### src/rtl/cordic_job_sequencer_if.sv
// Job, core and result channels of the CORDIC job sequencer.
// The slave modport is the sequencer's view; master is the surrounding system.
interface cordic_job_sequencer_if #(
  parameter int DATA_WIDTH      = 16,
  parameter int ANGLE_WIDTH     = 16,
  parameter int ITERATION_WIDTH = 4,
  parameter int FIFO_DEPTH      = 4
);
  localparam int COUNT_WIDTH = $clog2(FIFO_DEPTH) + 1;

  logic                       in_valid;
  logic                       in_ready;
  logic [DATA_WIDTH-1:0]      in_x;
  logic [DATA_WIDTH-1:0]      in_y;
  logic [ITERATION_WIDTH-1:0] in_n;

  logic                       core_start;
  logic [DATA_WIDTH-1:0]      core_x;
  logic [DATA_WIDTH-1:0]      core_y;
  logic [ITERATION_WIDTH-1:0] core_n;
  logic                       core_done;
  logic [DATA_WIDTH-1:0]      core_mag;
  logic [ANGLE_WIDTH-1:0]     core_angle;

  logic                       out_valid;
  logic                       out_ready;
  logic [DATA_WIDTH-1:0]      out_mag;
  logic [ANGLE_WIDTH-1:0]     out_angle;

  logic [COUNT_WIDTH-1:0]     fifo_count;
  logic                       busy;

  modport slave (
    input  in_valid, in_x, in_y, in_n,
    output in_ready,
    output core_start, core_x, core_y, core_n,
    input  core_done, core_mag, core_angle,
    output out_valid, out_mag, out_angle,
    input  out_ready,
    output fifo_count, busy
  );

  modport master (
    output in_valid, in_x, in_y, in_n,
    input  in_ready,
    input  core_start, core_x, core_y, core_n,
    output core_done, core_mag, core_angle,
    input  out_valid, out_mag, out_angle,
    output out_ready,
    input  fifo_count, busy
  );
endinterface

### src/rtl/cordic_job_sequencer.sv
// Queues (x, y, n) jobs, issues them one at a time to the CORDIC core and
// holds each magnitude/angle result in a valid/ready output register.
module cordic_job_sequencer #(
  parameter int DATA_WIDTH      = 16,
  parameter int ANGLE_WIDTH     = 16,
  parameter int ITERATION_WIDTH = 4,
  parameter int FIFO_DEPTH      = 4
) (
  input logic                    clk,
  input logic                    rst,
  cordic_job_sequencer_if.slave  bus
);
  localparam int PTR_WIDTH   = $clog2(FIFO_DEPTH);
  localparam int COUNT_WIDTH = PTR_WIDTH + 1;
  localparam int JOB_WIDTH   = 2 * DATA_WIDTH + ITERATION_WIDTH;

  typedef enum logic [2:0] {
    ST_IDLE,
    ST_ISSUE,
    ST_ACK,
    ST_RUN,
    ST_STALL
  } state_t;

  state_t                     r_state;
  logic [JOB_WIDTH-1:0]       r_mem [FIFO_DEPTH];
  logic [PTR_WIDTH-1:0]       r_wr_ptr;
  logic [PTR_WIDTH-1:0]       r_rd_ptr;
  logic [COUNT_WIDTH-1:0]     r_count;
  logic                       r_reissue;
  logic                       r_ack_wait;

  logic                       r_core_start;
  logic [DATA_WIDTH-1:0]      r_core_x;
  logic [DATA_WIDTH-1:0]      r_core_y;
  logic [ITERATION_WIDTH-1:0] r_core_n;

  logic                       r_out_valid;
  logic [DATA_WIDTH-1:0]      r_out_mag;
  logic [ANGLE_WIDTH-1:0]     r_out_angle;

  logic w_in_ready;
  logic w_push;
  logic w_pop;
  logic w_out_take;
  logic w_capture;

  // Acceptance depends on the registered count only: no bypass when full.
  assign w_in_ready = (r_count < COUNT_WIDTH'(FIFO_DEPTH));
  assign w_push     = bus.in_valid && w_in_ready;
  assign w_pop      = (r_state == ST_ISSUE) && !r_reissue;
  assign w_out_take = r_out_valid && bus.out_ready;
  assign w_capture  = ((r_state == ST_RUN) && bus.core_done &&
                       (!r_out_valid || bus.out_ready)) ||
                      ((r_state == ST_STALL) && bus.out_ready);

  always_ff @(posedge clk) begin
    if (w_push) begin
      r_mem[r_wr_ptr] <= {bus.in_x, bus.in_y, bus.in_n};
    end
  end

  always_ff @(posedge clk) begin
    if (rst) begin
      r_wr_ptr <= '0;
      r_rd_ptr <= '0;
      r_count  <= '0;
    end else begin
      if (w_push) begin
        r_wr_ptr <= r_wr_ptr + PTR_WIDTH'(1);
      end
      if (w_pop) begin
        r_rd_ptr <= r_rd_ptr + PTR_WIDTH'(1);
      end
      case ({w_push, w_pop})
        2'b10:   r_count <= r_count + COUNT_WIDTH'(1);
        2'b01:   r_count <= r_count - COUNT_WIDTH'(1);
        default: r_count <= r_count;
      endcase
    end
  end

  always_ff @(posedge clk) begin
    if (rst) begin
      r_state      <= ST_IDLE;
      r_reissue    <= 1'b0;
      r_ack_wait   <= 1'b0;
      r_core_start <= 1'b0;
      r_core_x     <= '0;
      r_core_y     <= '0;
      r_core_n     <= '0;
      r_out_valid  <= 1'b0;
      r_out_mag    <= '0;
      r_out_angle  <= '0;
    end else begin
      r_core_start <= 1'b0;

      if (w_capture) begin
        r_out_valid <= 1'b1;
        r_out_mag   <= bus.core_mag;
        r_out_angle <= bus.core_angle;
      end else if (w_out_take) begin
        r_out_valid <= 1'b0;
      end

      case (r_state)
        ST_IDLE: begin
          // Operands are loaded on entry so they are visible with the start pulse.
          if ((r_count != '0) && bus.core_done) begin
            r_state                          <= ST_ISSUE;
            r_core_start                     <= 1'b1;
            r_reissue                        <= 1'b0;
            {r_core_x, r_core_y, r_core_n}   <= r_mem[r_rd_ptr];
          end
        end
        ST_ISSUE: begin
          r_state    <= ST_ACK;
          r_ack_wait <= 1'b0;
        end
        ST_ACK: begin
          if (!bus.core_done) begin
            r_state <= ST_RUN;
          end else if (r_ack_wait) begin
            // Core never left idle: pulse start again with the held operands.
            r_state      <= ST_ISSUE;
            r_core_start <= 1'b1;
            r_reissue    <= 1'b1;
          end else begin
            r_ack_wait <= 1'b1;
          end
        end
        ST_RUN: begin
          if (bus.core_done) begin
            r_state <= w_capture ? ST_IDLE : ST_STALL;
          end
        end
        ST_STALL: begin
          if (bus.out_ready) begin
            r_state <= ST_IDLE;
          end
        end
        default: r_state <= ST_IDLE;
      endcase
    end
  end

  assign bus.in_ready   = w_in_ready;
  assign bus.core_start = r_core_start;
  assign bus.core_x     = r_core_x;
  assign bus.core_y     = r_core_y;
  assign bus.core_n     = r_core_n;
  assign bus.out_valid  = r_out_valid;
  assign bus.out_mag    = r_out_mag;
  assign bus.out_angle  = r_out_angle;
  assign bus.fifo_count = r_count;
  assign bus.busy       = (r_state != ST_IDLE) || (r_count != '0);

endmodule

### src/flat_wrapper.sv
// flat-port wrapper written by rule: the top's interface ports become plain ports
module cordic_job_sequencer_flat 
#(
  parameter int DATA_WIDTH      = 16,
  parameter int ANGLE_WIDTH     = 16,
  parameter int ITERATION_WIDTH = 4,
  parameter int FIFO_DEPTH      = 4
)
  (clk, rst, bus_in_valid, bus_in_x, bus_in_y, bus_in_n, bus_in_ready, bus_core_start, bus_core_x, bus_core_y, bus_core_n, bus_core_done, bus_core_mag, bus_core_angle, bus_out_valid, bus_out_mag, bus_out_angle, bus_out_ready, bus_fifo_count, bus_busy);
  cordic_job_sequencer_if #(.DATA_WIDTH(DATA_WIDTH), .ANGLE_WIDTH(ANGLE_WIDTH), .ITERATION_WIDTH(ITERATION_WIDTH), .FIFO_DEPTH(FIFO_DEPTH)) bus_i ();
  input logic clk;
  input logic rst;
  input wire logic [$bits(bus_i.in_valid)-1:0] bus_in_valid;
  input wire logic [$bits(bus_i.in_x)-1:0] bus_in_x;
  input wire logic [$bits(bus_i.in_y)-1:0] bus_in_y;
  input wire logic [$bits(bus_i.in_n)-1:0] bus_in_n;
  output wire logic [$bits(bus_i.in_ready)-1:0] bus_in_ready;
  output wire logic [$bits(bus_i.core_start)-1:0] bus_core_start;
  output wire logic [$bits(bus_i.core_x)-1:0] bus_core_x;
  output wire logic [$bits(bus_i.core_y)-1:0] bus_core_y;
  output wire logic [$bits(bus_i.core_n)-1:0] bus_core_n;
  input wire logic [$bits(bus_i.core_done)-1:0] bus_core_done;
  input wire logic [$bits(bus_i.core_mag)-1:0] bus_core_mag;
  input wire logic [$bits(bus_i.core_angle)-1:0] bus_core_angle;
  output wire logic [$bits(bus_i.out_valid)-1:0] bus_out_valid;
  output wire logic [$bits(bus_i.out_mag)-1:0] bus_out_mag;
  output wire logic [$bits(bus_i.out_angle)-1:0] bus_out_angle;
  input wire logic [$bits(bus_i.out_ready)-1:0] bus_out_ready;
  output wire logic [$bits(bus_i.fifo_count)-1:0] bus_fifo_count;
  output wire logic [$bits(bus_i.busy)-1:0] bus_busy;
  assign bus_i.in_valid = bus_in_valid;
  assign bus_i.in_x = bus_in_x;
  assign bus_i.in_y = bus_in_y;
  assign bus_i.in_n = bus_in_n;
  assign bus_in_ready = bus_i.in_ready;
  assign bus_core_start = bus_i.core_start;
  assign bus_core_x = bus_i.core_x;
  assign bus_core_y = bus_i.core_y;
  assign bus_core_n = bus_i.core_n;
  assign bus_i.core_done = bus_core_done;
  assign bus_i.core_mag = bus_core_mag;
  assign bus_i.core_angle = bus_core_angle;
  assign bus_out_valid = bus_i.out_valid;
  assign bus_out_mag = bus_i.out_mag;
  assign bus_out_angle = bus_i.out_angle;
  assign bus_i.out_ready = bus_out_ready;
  assign bus_fifo_count = bus_i.fifo_count;
  assign bus_busy = bus_i.busy;
  cordic_job_sequencer #(.DATA_WIDTH(DATA_WIDTH), .ANGLE_WIDTH(ANGLE_WIDTH), .ITERATION_WIDTH(ITERATION_WIDTH), .FIFO_DEPTH(FIFO_DEPTH)) u_core (.clk(clk), .rst(rst), .bus(bus_i));
endmodule
### config.mk
export PLATFORM = sky130hd
export DESIGN_NAME = cordic_job_sequencer_flat
export DESIGN_NICKNAME = d
export VERILOG_FILES = /design/src/rtl/cordic_job_sequencer_if.sv /design/src/rtl/cordic_job_sequencer.sv /design/src/flat_wrapper.sv
export SDC_FILE = /design/constraint.sdc
export NUM_CORES = 1
export LEC_CHECK = 0
export BUFFER_PORTS_ARGS = -buffer_cell sky130_fd_sc_hd__buf_4
export CAP_MARGIN = 20
export CORE_MARGIN = 1
export CORE_UTILIZATION = 29
export DETAILED_ROUTE_END_ITERATION = 8
export HOLD_SLACK_MARGIN = 0.12
export PLACE_DENSITY = 0.53
export SYNTH_ARGS = -nofsm -noshare
export SYNTH_HDL_FRONTEND = slang
export SYNTH_SLANG_ARGS = --single-unit
### constraint.sdc
create_clock -name clk -period 6.7 [get_ports clk]
set_input_delay 1.005 -clock clk [delete_from_list [all_inputs] [get_ports clk]]
set_output_delay 1.005 -clock clk [all_outputs]
set_load 0.01 [all_outputs]
==> flow_summary.toml, run 1 <==
[clock_network]
clkLatencyLatePin_ns = 0.53
cts_resized = 0
cts-root-buf = "clkbuf_16"
clock-sinks = 226
htree_levels = 1
clk_pin_slew_ns = 0.06
post_cts_buffers = 0
cts_inserted_buffers = 26
hold_buffers = 0
clk_path_buf_depth = 3
cts_tree = "yes"

[setup_path]
cp_data_required_time_ns = 5.69
worstSetupEndpointType = "output pin"
slowest_delay_ns = 0.42
start_kind = "flip-flop"
cp_max_fo = 11
rr_endpoint = "u_core.bus.fifo_count[2]"
crit_chain = "nor2_1 > nand3b_1 > buf_4"
worstSetupPathType = "reg2out"
critPathArrivalTime_ns = 1.75
r2r_start = "u_core.r_state[2]"
ff2ff_setup_slack_ns = 4.26
crit_slowest_cell = "nor2_1"
r2r_cells = 8

[synth]
ys.flop_type = "edfxtp_1"
synth_edf_count = 144
ys_ff_latch = 226
synth.yosys.seq_area_share_pct = 67.7
ys_types = 38
syn_nets = 656
synth.avg_cell_area_sq_um = 15.3
syn-instance-count = 577
yosys_warnings = 0
synth-async-reset-ratio_pct = 0
syn_area_sq_um = 8820

[final_layout]
layout.nets = 794
post-route-util_pct = 37.5
n_antenna_cell = 0
fillers = 2839
instances_no_fill = 1125
area_growth_pct = 26.7
final_layout_size_suffix_gt1_share_pct = 33.5

[sta]
whs_ns = 0.473
fmax_ghz = 0.363
maxSlewViolCount = 0
rsz0062_at_grt = "false"
worst_pin_slew_ns = 1.05
post-route-period-util_pct = 41.2
finClkSkew_ns = 0.0101
relSlewSlack_pct = 30.1
finalCriticalPeriod_ns = 2.76
finalSetupTns_ns = 0
timing.final.ws_setup_ns = 3.94
finalSetupViolCount = 0
finalHoldViolCount = 0

[floorplanning]
pin_count = 148
dieHeight_um = 176
core_sq_um = 29800
die_w_um = 176
fp-row-count = 63
dieArea_sq_um = 31100
start_util_pct = 29.6

[worst_hold_path]
hold_depth = 2
hold_end = "u_core.bus.out_mag[8]"
hold_path.class = "reg2reg"
holdCritStartpoint = "u_core.bus.out_mag[8]"

[global_route]
grt_pass1_vias = 5375
grtUsageTotal_pct = 12.6
grt.overflow.total = 0
grt_pass1_wl_um = 30400
grt_max_degree = 115
antenna_found_initial = 0

[placed_design]
io_buffers = 147
dp.cells = 1077
gp_congestion = 0.696
place_hpwl_um = 11500
preCtsSetupSlack_ns = 3.76

[drt]
routed_via_density = 4.59
routed_wl_um = 19700
drt_iter0_drc = 249
firstDrtPassIters = 4
wl_per_cell_um = 17.5
ant_nets = 0
num_vias = 5166
drc = 0

[job]
max-cap-violations = 0

[power_and_ir_drop]
power_frac_seq_pct = 41.5
p_sw_uw = 1160
internal-power_uw = 2990
swShare_pct = 27.9
leakagePower_uw = 0.00415
p_per_area_nw_per_um2 = 371
pwr-share-comb_pct = 19.9
pwr-share-clk_pct = 38.7
irDropWorstVdd_uv = 272

[run_status]
status = "finished, final reports clean"
[Yosys cell counts, drive strengths merged (4+ instances only)]
| master | count | area [sq um] |
|---|---|---|
| edfxtp | 144 | 4320 |
| dfxtp | 82 | 1640 |
| nand2b | 65 | 407 |
| a21oi | 43 | 215 |
| o21ai | 41 | 205 |
| nand3 | 37 | 185 |
| mux4 | 36 | 811 |
| mux2i | 33 | 330 |
| clkbuf | 24 | 120 |
| buf | 18 | 166 |
| inv | 10 | 37.5 |
| nor2 | 6 | 22.5 |
| ha | 5 | 62.6 |
| and2 | 4 | 25.0 |
[critical path: cells and delay by family (launching register included)]
kind,cells,cell delay (ns)
and+or+nand+nor,2,0.62
DFF,1,0.41
buffers and inverters,1,0.19
[worst max path at each step]
stage                 startpoint                   to  slack (ns)  cells after the start
2_1_floorplan       bus_in_valid   u_core.r_mem[0][0]        4.04                      3
3_3_place_gp        bus_in_valid  u_core.r_mem[0][26]        3.74                      3
3_5_place_dp        bus_in_valid  u_core.r_mem[2][28]        3.76                      3
4_1_cts        u_core.r_state[1]             bus_busy        3.87                      3
5_1_grt        u_core.r_state[0]             bus_busy        3.83                      3
6_report       u_core.r_state[1]             bus_busy        3.94                      3
[placed cells by master (no fill, tap or decap), drive strengths merged, types with 2 or more instances in the layout]
master | Yosys | final
dfxtp | 82 | 82
edfxtp | 144 | 144
nand3 | 37 | 37
o21ai | 41 | 41
buf | 18 | 152
nor3 | 3 | 3
mux2i | 33 | 33
clkinv | 0 | 7
ha | 5 | 5
nand2 | 3 | 3
a21oi | 43 | 43
nand2b | 65 | 65
xor2 | 2 | 2
bufinv | 0 | 7
clkbuf | 24 | 30
inv | 10 | 11
and3b | 2 | 2
or4b | 2 | 2
nor2b | 2 | 2
mux4 | 36 | 36
clkinvlp | 0 | 3
a211oi | 2 | 2
nor2 | 6 | 6
or3 | 3 | 3
and2 | 4 | 4
[per-stage QoR]
| stage | power [uW] | instance area [sq um] |
|---|---|---|
| floorplan | 2260 | 8820 |
| global placement | 2590 | 10200 |
| detailed placement | 2600 | 10200 |
| CTS | 4220 | 11200 |
| global route | 4340 | 11200 |
| finish | 4140 | 11200 |
[power by group through the flow]
stage / clock network, uW / registers, uW / logic [uW]
6_report: 1600 / 1720 / 823
5_1_grt: 1700 / 1740 / 907
4_1_cts: 1650 / 1720 / 852
3_5_place_dp: 0 / 1750 / 848
3_3_place_gp: 0 / 1750 / 843
2_1_floorplan: 0 / 1750 / 505
[logic make-up (layout without fill, tap and decap cells)]
group	Yosys count	after routing	synth area share (%)
flops	226	226	67.7
simple gates	131	131	8.94
compound gates	90	90	5.54
mux	69	69	12.9
buf+inv	52	210	3.68
fa+ha+maj	6	6	0.937
xor+xnor	3	3	0.298
[registers in the layout (all words and copies together), names as in the netlist, 2 cells and up]
signal and flops:
u_core.r_mem 144, u_core.r_state 3, u_core.bus.core_n 4, u_core.bus.out_angle 16, u_core.bus.fifo_count 3, u_core.r_rd_ptr 2, u_core.bus.core_x 16, u_core.bus.core_y 16
u_core.r_wr_ptr 2, u_core.bus.out_mag 16
[final cells by class]
| cell class | count | area, sq um | area share [%] |
|---|---|---|---|
| sequential | 226 | 5970 | 53.4 |
| inverter | 10 | 37.5 | 0.336 |
| timing repair buffer | 152 | 1140 | 10.2 |
| clock buffer | 30 | 686 | 6.14 |
| tap | 390 | 488 | 4.37 |
| clock inverter | 18 | 312 | 2.79 |
| multi-input combinational | 299 | 2540 | 22.7 |
[metal layers]
layer,part of all wire (%),vias up,GRT usage (%)
met4,2.1,0,3.41
li1,-,2434,-
met2,47,166,21.6
met1,44,2539,16.0
met5,0,-,0
met3,6.5,27,2.80
No activity file was read; power rests on OpenSTA's default activity.
==> run 2, diff against run 1 <==
--- a/config.mk
+++ b/config.mk
@@ -5,13 +5,14 @@
 export SDC_FILE = /design/constraint.sdc
 export NUM_CORES = 1
 export LEC_CHECK = 0
+export ABC_AREA = 1
 export BUFFER_PORTS_ARGS = -buffer_cell sky130_fd_sc_hd__buf_4
 export CAP_MARGIN = 20
 export CORE_MARGIN = 1
 export CORE_UTILIZATION = 29
 export DETAILED_ROUTE_END_ITERATION = 8
 export HOLD_SLACK_MARGIN = 0.12
-export PLACE_DENSITY = 0.53
+export PLACE_DENSITY = 0.55
 export SYNTH_ARGS = -nofsm -noshare
 export SYNTH_HDL_FRONTEND = slang
 export SYNTH_SLANG_ARGS = --single-unit
==> constraint.sdc (replaced) <==
create_clock -name clk -period 2.5 [get_ports clk]
set_input_delay 0.375 -clock clk [delete_from_list [all_inputs] [get_ports clk]]
set_output_delay 0.375 -clock clk [all_outputs]
set_load 0.01 [all_outputs]
==> run 2 against run 1 <==
Effect of this change: wire length grew 5.3%; total power grew to 2.8 times the previous value; via count is 19% higher; cell count increased by 22%; critical endpoint is now u_core.bus.fifo_count[2]; largest power group unchanged.
==> flow_summary.toml, run 2 <==
[synth]
yosys_warnings = 0
synth_commonest_cells = "nor2_1, edfxtp_1, o21ai_0"
ys_ff_latch = 226
synth_edf_count = 144
synth_compound_area_share_pct = 12.1
synth_xor_area_share_pct = 0
yosysTopAreaCell = "edfxtp_1"
yosysMostFrequentCell = "nor2_1"
ys.flop_type = "edfxtp_1"
synthSimpleGateAreaFrac_pct = 12.4
synth_top_family_by_area = "simple AND/OR/NAND/NOR gates"
synth.top_cell.area_share_pct = 51.0
synth-async-reset-ratio_pct = 0
ys_types = 27
synth.avg_cell_area_sq_um = 11.2
syn_nets = 835
syn-instance-count = 756
synth.area.top_cells = "edfxtp_1, dfxtp_1, nor2_1"
synthAdderAreaFrac_pct = 0.975
synth.yosys.seq_area_share_pct = 70.4
syn_area_sq_um = 8470
synth_mux_area_share_pct = 0

[sta]
timing.final.ws_setup_ns = 0.407
worst_pin_slew_ns = 0.797
finalCriticalPeriod_ns = 2.09
finalHoldViolCount = 0
relSlewSlack_pct = 46.9
finalSetupViolCount = 0
finalSetupTns_ns = 0
rsz0062_at_grt = "false"
finClkSkew_ns = 0.0244
fmax_ghz = 0.478
post-route-period-util_pct = 83.7
maxSlewViolCount = 0

[clock_network]
clk_path_buf_depth = 3
clkLatencyLatePin_ns = 0.54
hold_buffers = 69
clock-sinks = 226
cts_inserted_buffers = 24
cts_resized = 0
htree_levels = 1
post_cts_buffers = 0
clk_pin_slew_ns = 0.06
cts_tree = "yes"
cts-root-buf = "clkbuf_16"

[floorplanning]
pin_count = 148
dieArea_sq_um = 29900
core_sq_um = 28700
die_w_um = 173
dieHeight_um = 173
start_util_pct = 29.5
fp-row-count = 62

[setup_path]
slowest_delay_ns = 0.38
r2r_start = "u_core.r_state[2]"
start_kind = "flip-flop"
cp_top_family = "adder cells"
cp_max_fo = 6
path_buf_inv = 2
crit_slowest_cell = "dfxtp_1"
critPathLaunch = "u_core.r_state[2]"
worstSetupEndpointType = "flip-flop"
worstSetupPathType = "reg2reg"
cp_data_required_time_ns = 2.91
crit_chain = "inv_1 > nand3_1 > nor2_1 > ha_1 > inv_1 > fa_1 > a21oi_1 > o21ai_0 > o21ai_0 > a21oi_1"
critPathArrivalTime_ns = 2.50

[global_route]
grt_pass1_wl_um = 33300
antenna_found_initial = 1
grt_pass1_vias = 6236
grt.overflow.total = 0
grtUsageTotal_pct = 13.8
grt_max_degree = 76

[drt]
firstDrtPassIters = 4
ant_nets = 0
drt_iter0_drc = 276
routed_via_density = 4.48
drc = 0
routed_wl_um = 20700
num_vias = 6143
wl_per_cell_um = 15.1

[power_and_ir_drop]
pwr-share-comb_pct = 26.8
finalPower_uw = 11400
irDropWorstVdd_uv = 481
pwr-share-clk_pct = 30.6
power_frac_seq_pct = 42.6
swShare_pct = 31.7
leakagePower_uw = 0.00446
p_sw_uw = 3620
p_per_area_nw_per_um2 = 994
internal-power_uw = 7790

[final_layout]
top_register = "u_core.r_mem"
layout.nets = 1047
largest_reg_flops = 144
layout_commonest_cell = "nor2_1"
final_cell_mix = "nor2_1, buf_4, edfxtp_1"
area_growth_pct = 35.5
final_layout_size_suffix_gt1_share_pct = 22.9

[placed_design]
place_hpwl_um = 11800
gp_congestion = 0.784
io_buffers = 147
preCtsSetupSlack_ns = 0.420

[worst_hold_path]
holdCritStartpoint = "bus_core_done"
hold_path.class = "in2reg"

[job]
max-cap-violations = 0

[run_status]
status = "finished, final reports clean"
[run 2: cell count changes in the layout (fill, tap and decap cells not counted), sizes merged, moves of 36 or more]
cell,change
o21ai,+107
o22ai,+36
mux4,-36
nor2,+220
nand2b,-65
dlygate4sd3,+69
[run 2: power by group through the flow]
stage          Clock, uW  Combinational, uW  Sequential [uW]
2_1_floorplan          0               1660             5080
3_3_place_gp           0               3000             4920
3_5_place_dp           0               3010             4940
4_1_cts             3600               3100             4860
5_1_grt             3720               3420             4930
6_report            3490               3060             4860
[run 2: path summary, 6_finish.rpt]
kind,endpoint,slack (ns),cells past startpoint
max reg2reg,u_core.bus.fifo_count[2],0.41,10
min reg2reg,u_core.r_reissue,0.45,2
max,u_core.bus.fifo_count[2],0.41,10
min,u_core.bus.core_start,0.23,3
[run 2: area by class of cell]
type / count / area, sq um
Clock buffer: 30 / 653
Inverter: 26 / 103
Fill cell: 2774 / 17200
Multi-Input combinational cell: 461 / 2190
Antenna cell: 1 / 2.50
Timing Repair Buffer: 229 / 1940
Clock inverter: 14 / 140
Tap cell: 384 / 480
Sequential cell: 226 / 5970
[run 2: stage by stage]
step | cells | util, % | hold WS (ns) | cell area [sq um]
5_1_grt | 1371 | 40.0 | 0.218 | 11500
3_3_place_gp | 1257 | 34.8 | 0.436 | 9990
6_report | 1371 | 40.0 | 0.227 | 11500
3_5_place_dp | 1257 | 34.8 | 0.440 | 9990
4_1_cts | 1370 | 40.0 | 0.201 | 11500
2_1_floorplan | 756 | - | 0.426 | 8470
[run 2: metal layers]
layer  GRT usage (%)  share of wire [%]  wire length (um)  vias to the layer above
met5               0                  0                 0                        -
met4            4.02                2.6               536                        0
met3            2.97                5.7              1190                       33
met2            22.8                 44              9180                      185
met1            18.3                 47              9840                     2870
li1                -                  -                 -                     3055
[run 2: logic make-up after synthesis]
kind of cell,count (synthesis)
adders and majority gates,6
AOI/OAI and AO/OA,196
DFF,226
and+or+nand+nor,259
buffers and inverters,69
[run 2: worst min-delay path: cells and delay by family]
family                 cells  cell delay (ns)
buffers and inverters      1             0.14
and+or+nand+nor            2             0.18
